### config.mk
export PLATFORM = sky130hd
export DESIGN_NAME = lc3b_regfile_cc
export DESIGN_NICKNAME = d
export VERILOG_FILES = /design/src/rtl/lc3b_types.sv /design/src/rtl/lc3b_byte_merge.sv /design/src/rtl/lc3b_regfile_cc.sv
export SDC_FILE = /design/constraint.sdc
export NUM_CORES = 1
export LEC_CHECK = 0
export ABC_AREA = 1
export CAP_MARGIN = 20
export CORE_UTILIZATION = 40
export DETAILED_ROUTE_END_ITERATION = 8
export DONT_BUFFER_PORTS = 1
export PLACE_DENSITY_LB_ADDON = 0.1
export REMOVE_ABC_BUFFERS = 1
export SYNTH_ARGS = -nofsm -noshare
export SYNTH_HDL_FRONTEND = slang
export SYNTH_HIERARCHICAL = 1
export SYNTH_SLANG_ARGS = --single-unit
### constraint.sdc
create_clock -name clk -period 4.27 [get_ports clk]
set_clock_uncertainty 0.15 [all_clocks]
set_input_delay 0.427 -clock clk [delete_from_list [all_inputs] [get_ports clk]]
set_output_delay 0.427 -clock clk [all_outputs]
set_load 0.1 [all_outputs]
### src/rtl/lc3b_types.sv
// Shared LC-3b datapath types, plus the condition-code type, its reset value
// and the NZP generator used by the register file.
package lc3b_types;

  typedef logic [15:0] lc3b_word;
  typedef logic [2:0]  lc3b_nzp;
  typedef logic [1:0]  lc3b_mem_wmask;
  typedef lc3b_nzp     lc3b_cc_t;

  localparam lc3b_cc_t CC_RESET = 3'b010;

  // Width-independent core: callers supply the sign bit and the zero flag.
  function automatic lc3b_cc_t gen_cc_flags(input logic sign, input logic zero);
    lc3b_cc_t cc;
    if (zero) begin
      cc = 3'b010;
    end else if (sign) begin
      cc = 3'b100;
    end else begin
      cc = 3'b001;
    end
    return cc;
  endfunction

  function automatic lc3b_cc_t gen_cc(input lc3b_word word);
    return gen_cc_flags(word[15], word == 16'h0000);
  endfunction

endpackage

### src/rtl/lc3b_byte_merge.sv
// Combinational byte-lane merge: each lane takes the new data when its mask
// bit is set and keeps the old data otherwise.
module lc3b_byte_merge
  import lc3b_types::*;
#(
  parameter int NBYTES = 2
) (
  input  logic [NBYTES*8-1:0] i_old,
  input  logic [NBYTES*8-1:0] i_new,
  input  logic [NBYTES-1:0]   i_mask,
  output logic [NBYTES*8-1:0] o_merged
);

  for (genvar b = 0; b < NBYTES; b++) begin : g_lane
    assign o_merged[8*b +: 8] = i_mask[b] ? i_new[8*b +: 8] : i_old[8*b +: 8];
  end

endmodule

### src/rtl/lc3b_regfile_cc.sv
// Parametrised register file with byte-masked writes, write-to-read bypass,
// an NZP condition-code register and branch-enable evaluation.
module lc3b_regfile_cc
  import lc3b_types::*;
#(
  parameter  int WIDTH  = 16,
  parameter  int NREGS  = 8,
  parameter  int NREAD  = 2,
  localparam int IDXW   = $clog2(NREGS),
  localparam int NBYTES = WIDTH / 8
) (
  input  logic                        clk,
  input  logic                        rst_n,
  input  logic                        we,
  input  logic [IDXW-1:0]             wr_idx,
  input  logic [WIDTH-1:0]            wr_data,
  input  logic [NBYTES-1:0]           wr_mask,
  input  logic                        cc_ld,
  input  logic [NREAD-1:0][IDXW-1:0]  rd_idx,
  output logic [NREAD-1:0][WIDTH-1:0] rd_data,
  input  logic [2:0]                  br_nzp,
  output logic [2:0]                  cc_out,
  output logic                        br_enable
);

  logic [WIDTH-1:0] r_regs [NREGS];
  lc3b_cc_t         r_cc;
  logic [WIDTH-1:0] w_merged;
  lc3b_cc_t         w_cc_next;

  // One merge serves the array write, the read bypass and the CC generator.
  lc3b_byte_merge #(
    .NBYTES (NBYTES)
  ) u_merge (
    .i_old    (r_regs[wr_idx]),
    .i_new    (wr_data),
    .i_mask   (wr_mask),
    .o_merged (w_merged)
  );

  assign w_cc_next = gen_cc_flags(w_merged[WIDTH-1], w_merged == {WIDTH{1'b0}});

  // Register array and CC update; reset overrides any write in the same cycle.
  always_ff @(posedge clk) begin
    if (!rst_n) begin
      for (int r = 0; r < NREGS; r++) begin
        r_regs[r] <= {WIDTH{1'b0}};
      end
      r_cc <= CC_RESET;
    end else begin
      if (we) begin
        r_regs[wr_idx] <= w_merged;
      end
      if (we && cc_ld) begin
        r_cc <= w_cc_next;
      end
    end
  end

  for (genvar i = 0; i < NREAD; i++) begin : g_rd
    assign rd_data[i] = (we && (rd_idx[i] == wr_idx)) ? w_merged : r_regs[rd_idx[i]];
  end

  // Branch sees only the registered CC; a pending cc_ld is not forwarded.
  assign cc_out    = r_cc;
  assign br_enable = |(br_nzp & r_cc);

endmodule

# --- After elaboration in Yosys (flattened, before gate mapping) ---
# Memory sizes are Yosys's and may differ from the RTL's.
# Cells that the tools add are included.
op_classes:
  n_reduce_logical: 6
  n_bitwise: 1
  muxes: 13
  eq_ne: 2
op_table:
  columns: ["op", "n"]
  rows:
  - ["16-bit 2-to-1 mux", 3]
  - ["16-bit zero test", 1]
  - ["8-bit 2-to-1 mux", 2]
  - ["16-bit OR reduction", 1]
  - ["3-bit 2-to-1 mux", 3]
  - ["3-bit equality test", 2]
  - ["1-bit 2-to-1 mux", 5]
  - ["3-bit bitwise AND", 1]
  - ["1-bit logical AND", 3]
  - ["3-bit OR reduction", 1]
totals:
  wordCells: 24
  regBits: 3
  inputBits: 34
  out_inout_bits: 36
  memories: 1
  ramBits: 128
memory_table:
  columns: ["name", "depth", "word_bits", "rd", "rd_ports_with_merged_regs", "wr", "line", "source"]
  rows:
  - ["r_regs", 8, 16, 3, 0, 8, "lc3b_regfile_cc.sv:26", "logic [WIDTH-1:0] r_regs [NREGS];"]

# --- Longest topological paths before layout ---
depth:
  depth_word: 5
  mapped_depth: 17
  ltp_nobuf: 14

# --- Hierarchy ---
# Netlist, hierarchy kept.
by_module_without_submodules:
  columns: ["module", "area_each_um2", "seq_area_each_um2", "cells_each", "instances"]
  rows:
  - ["lc3b_regfile_cc", 9218.8, 3903.7, 1371, 1]
  - ["lc3b_byte_merge", 210.2, 0.0, 52, 1]

# --- Worst setup path after synthesis ---
# Ideal clock, no wire load.
synth_path:
  path_type: "input to output"
  startpoint: "in wr_idx[0]"
  endpoint: "out rd_data[13] in the netlist's numbering"
  required_time_ns: 3.693
  t_arrival_ns: 2.114
  cell_stages: 12
  setup_slack_ns: 1.579
  n_path_buf: 3
  path_cell_list: "buf_4 buf_4 buf_2 o21ai_0 nand2_1 nand2_1 nand2_1 nand2_1 nand2_1 nand2_1 nand2_1 nand2_1"
synth_rtl:
  columns: ["element", "line", "source"]
  rows:
  - ["from (decl)", "lc3b_regfile_cc.sv:15", "input logic [IDXW-1:0] wr_idx,"]
  - ["to (decl)", "lc3b_regfile_cc.sv:20", "output logic [NREAD-1:0][WIDTH-1:0] rd_data,"]

==> flow_summary.yaml <==
floorplanning:
  start_util_pct: 41.3
  row_count: 55
  coreArea_sq_um: 22800
  io_pins: 70
  dieArea_sq_um: 24200
  chipWidth_microns: 156
  fp.dieH_microns: 156
sta:
  hold_viol_final: 0
  finalSetupViolCount: 0
  setup_slack_ns: 1.22
  tns_ns: 0
  max_freq_mhz: 328
  tightest_slew_ns: 1.12
  min_period_over_period_pct: 71.4
  relSlewSlack_pct: 25.0
  rsz0062_at_grt: "false"
  period_needed_ns: 3.05
  slew_violations: 0
cells_and_area:
  multiInputGateArea_sq_um: 4450
  layout_common_cells: "nand2_1, nand3_1, inv_1"
  mostFrequentLayoutCell: "nand2_1"
  finalNonFillerCells: 1721
  final_nets: 1429
  fin_util_pct: 44.8
  antenna_cells: 0
  layout-drive-gt1-share_pct: 7.03
  seqCellArea_sq_um: 3900
  fillCellCount: 2439
  area_growth_pct: 8.57
logic_synthesis:
  synth_fa_ha_area_share_pct: 0
  netlist_area_sq_um: 9430
  synth.top_cell.area_share_pct: 40.8
  syn_area_per_cell_sq_um: 6.63
  syn_inst: 1423
  synth_top_area_cell: "edfxtp_1"
  synthSimpleGateAreaFrac_pct: 43.6
  yosys_warnings: 6
  synth-compound-area-share_pct: 3.58
  synth_mux_area_share_pct: 0
  synth_xor_area_share_pct: 0
  yosys_register_bits: 131
  synth-seq-area-share_pct: 41.4
  yosys-top-cells-area: "edfxtp_1, nand2_1, nand3_1, inv_1, nor2_1"
  synth.distinct_cells: 27
  synth_top_family_by_area: "simple AND/OR/NAND/NOR gates"
critical_path:
  rr_endpoint: "cc_out[0]$_SDFFE_PN0P_"
  rrSetupSlack_ns: 2.04
  crit_fanout: 33
  critical_path_required_ns: 3.69
  cp.arrival_ns: 2.47
  worst_setup_path_start_kind: "input port"
  crit_type: "in2out"
  crit_start: "rd_idx[1]"
  r2r_cells: 14
  cp_common_cell: "nand2_1"
  endpoint: "rd_data[11]"
  cp-end-kind: "primary output"
  critPathSlowestCell: "nand2_1"
  r2r_start: "r_regs[1][13]$_SDFFCE_PN0P_"
  max_stage_delay_ns: 0.67
  cp_cell_sequence: "inv_2 -> buf_4 -> nand2_1 -> nand2_1 -> nor2_2 -> nand2_4 -> inv_4 -> nand2_1 -> nand2_1"
clock_tree:
  cts_tree: "built"
  cts_buffer_depth: 2
  worstSkewPairLatency_ns: 0.44
  cts-root-buf: "clkbuf_16"
  path_clk_slew_ns: 0.06
  cts_sinks: 131
  h-tree-depth: 4
  numCtsBuffers: 17
power:
  peakVddDrop_v: 0.000270
  sw_frac_of_total_pct: 34.8
  p_clk_share_pct: 37.5
  power_density_nw_per_um2: 373
  internal_power_w: 0.00249
  p_switching_w: 0.00133
  comb_power_share_pct: 23.4
  p_leak_nw: 4.83
  sequentialPowerShare_pct: 39.1
  power_w: 0.00382
global_route:
  grt_pass1_vias: 8582
  grt_pass1_wl_microns: 54000
  grt_max_degree: 118
  gr-total-overflow: 0
  grtUsageTotal_pct: 30.7
  antenna_found_initial: 0
detailed_routing:
  antenna_left: 0
  drt_iter0_drc: 1138
  vias: 9415
  drc: 0
  drt-total-wl_microns: 36000
  avgRoutedWirePerCell_microns: 20.9
  viasPerCell: 5.47
  dr.pass1.iters: 6
place:
  gp_congestion: 0.884
  io_buffers: 0
  place_ws_ns: 1.27
  dp_cells: 1687
  hpwl_microns: 21000
hold_path:
  hold_class: "in2reg"
run_status:
  outcome: "completed"
job:
  maxCapViolations: 0
cell families (layout without fill, tap and decap cells):
logic type,after synthesis,after routing
DFF,131,131
buffers and inverters,249,234
AOI/OAI and AO/OA,66,66
and+or+nand+nor,977,977
state kept, by name, indices dropped and copies added, names as in the netlist:
signal  cells
r_regs    128
cc_out      3
cell type report:
type                       count  share of cell area [%]
multi-input combinational   1043                    43.5
sequential                   131                    38.1
inverter                     162                    6.01
clock buffer                  19                    4.23
tap                          313                    3.83
timing repair buffer          40                    3.15
clock inverter                13                    1.15
repair_timing:
action / 4_1_cts / 5_1_grt
hold buffers: 1 / 0
endpoints found under the setup margin: 0 / 0
buffers inserted: 0 / 0
hold endpoints to repair: 3 / 0
resized for setup: 0 / 0
worst max-delay path, delay by kind of cell:
family	cells	cell delay, ns
buffers and inverters	3	0.76
and+or+nand+nor	6	1.25
synth_stat cells, drive strengths merged:
cell and number:
nand2 583, nand3 234, inv 160, nor2 149, edfxtp 128, o21ai 59
buf 57, clkbuf 30, nand4 10, o22ai 4, dfxtp 3, a21oi 2
clkinv 2, a21boi 1, or2 1
how the worst min path moves through the flow:
stage          startpoint                endpoint  slack (ns)  cells past startpoint
5_1_grt                we  cc_out[1]$_SDFFE_PN1P_        0.10                      3
6_report               we  cc_out[2]$_SDFFE_PN0P_        0.07                      3
4_1_cts                we  cc_out[2]$_SDFFE_PN0P_        0.07                      3
3_3_place_gp        rst_n  cc_out[1]$_SDFFE_PN1P_        0.37                      1
3_5_place_dp        rst_n  cc_out[1]$_SDFFE_PN1P_        0.38                      1
2_1_floorplan       rst_n  cc_out[1]$_SDFFE_PN1P_        0.36                      1
stage by stage:
step	area, sq um	hold WS (ns)
floorplan	8970	0.362
global placement	9650	0.370
detailed placement	9650	0.375
CTS	10200	0.0707
global route	10200	0.102
finish	10200	0.0740
layer usage:
metal	vias to the layer above	track usage (%)	part of all wire, %
li1	4447	-	-
met1	4359	43.5	43
met4	0	11.3	2.8
met5	-	0	0
met3	72	5.39	9.6
met2	537	46.6	44
power groups by stage:
stage               Combinational, W  Sequential (W)  Clock [W]
CTS                         0.000888         0.00149    0.00143
global placement            0.000886         0.00152          0
detailed placement          0.000885         0.00152          0
global route                0.000958         0.00150    0.00148
finish                      0.000895         0.00149    0.00143
floorplan                   0.000670         0.00152          0
Note: power is estimated with default switching activity, not from simulation.
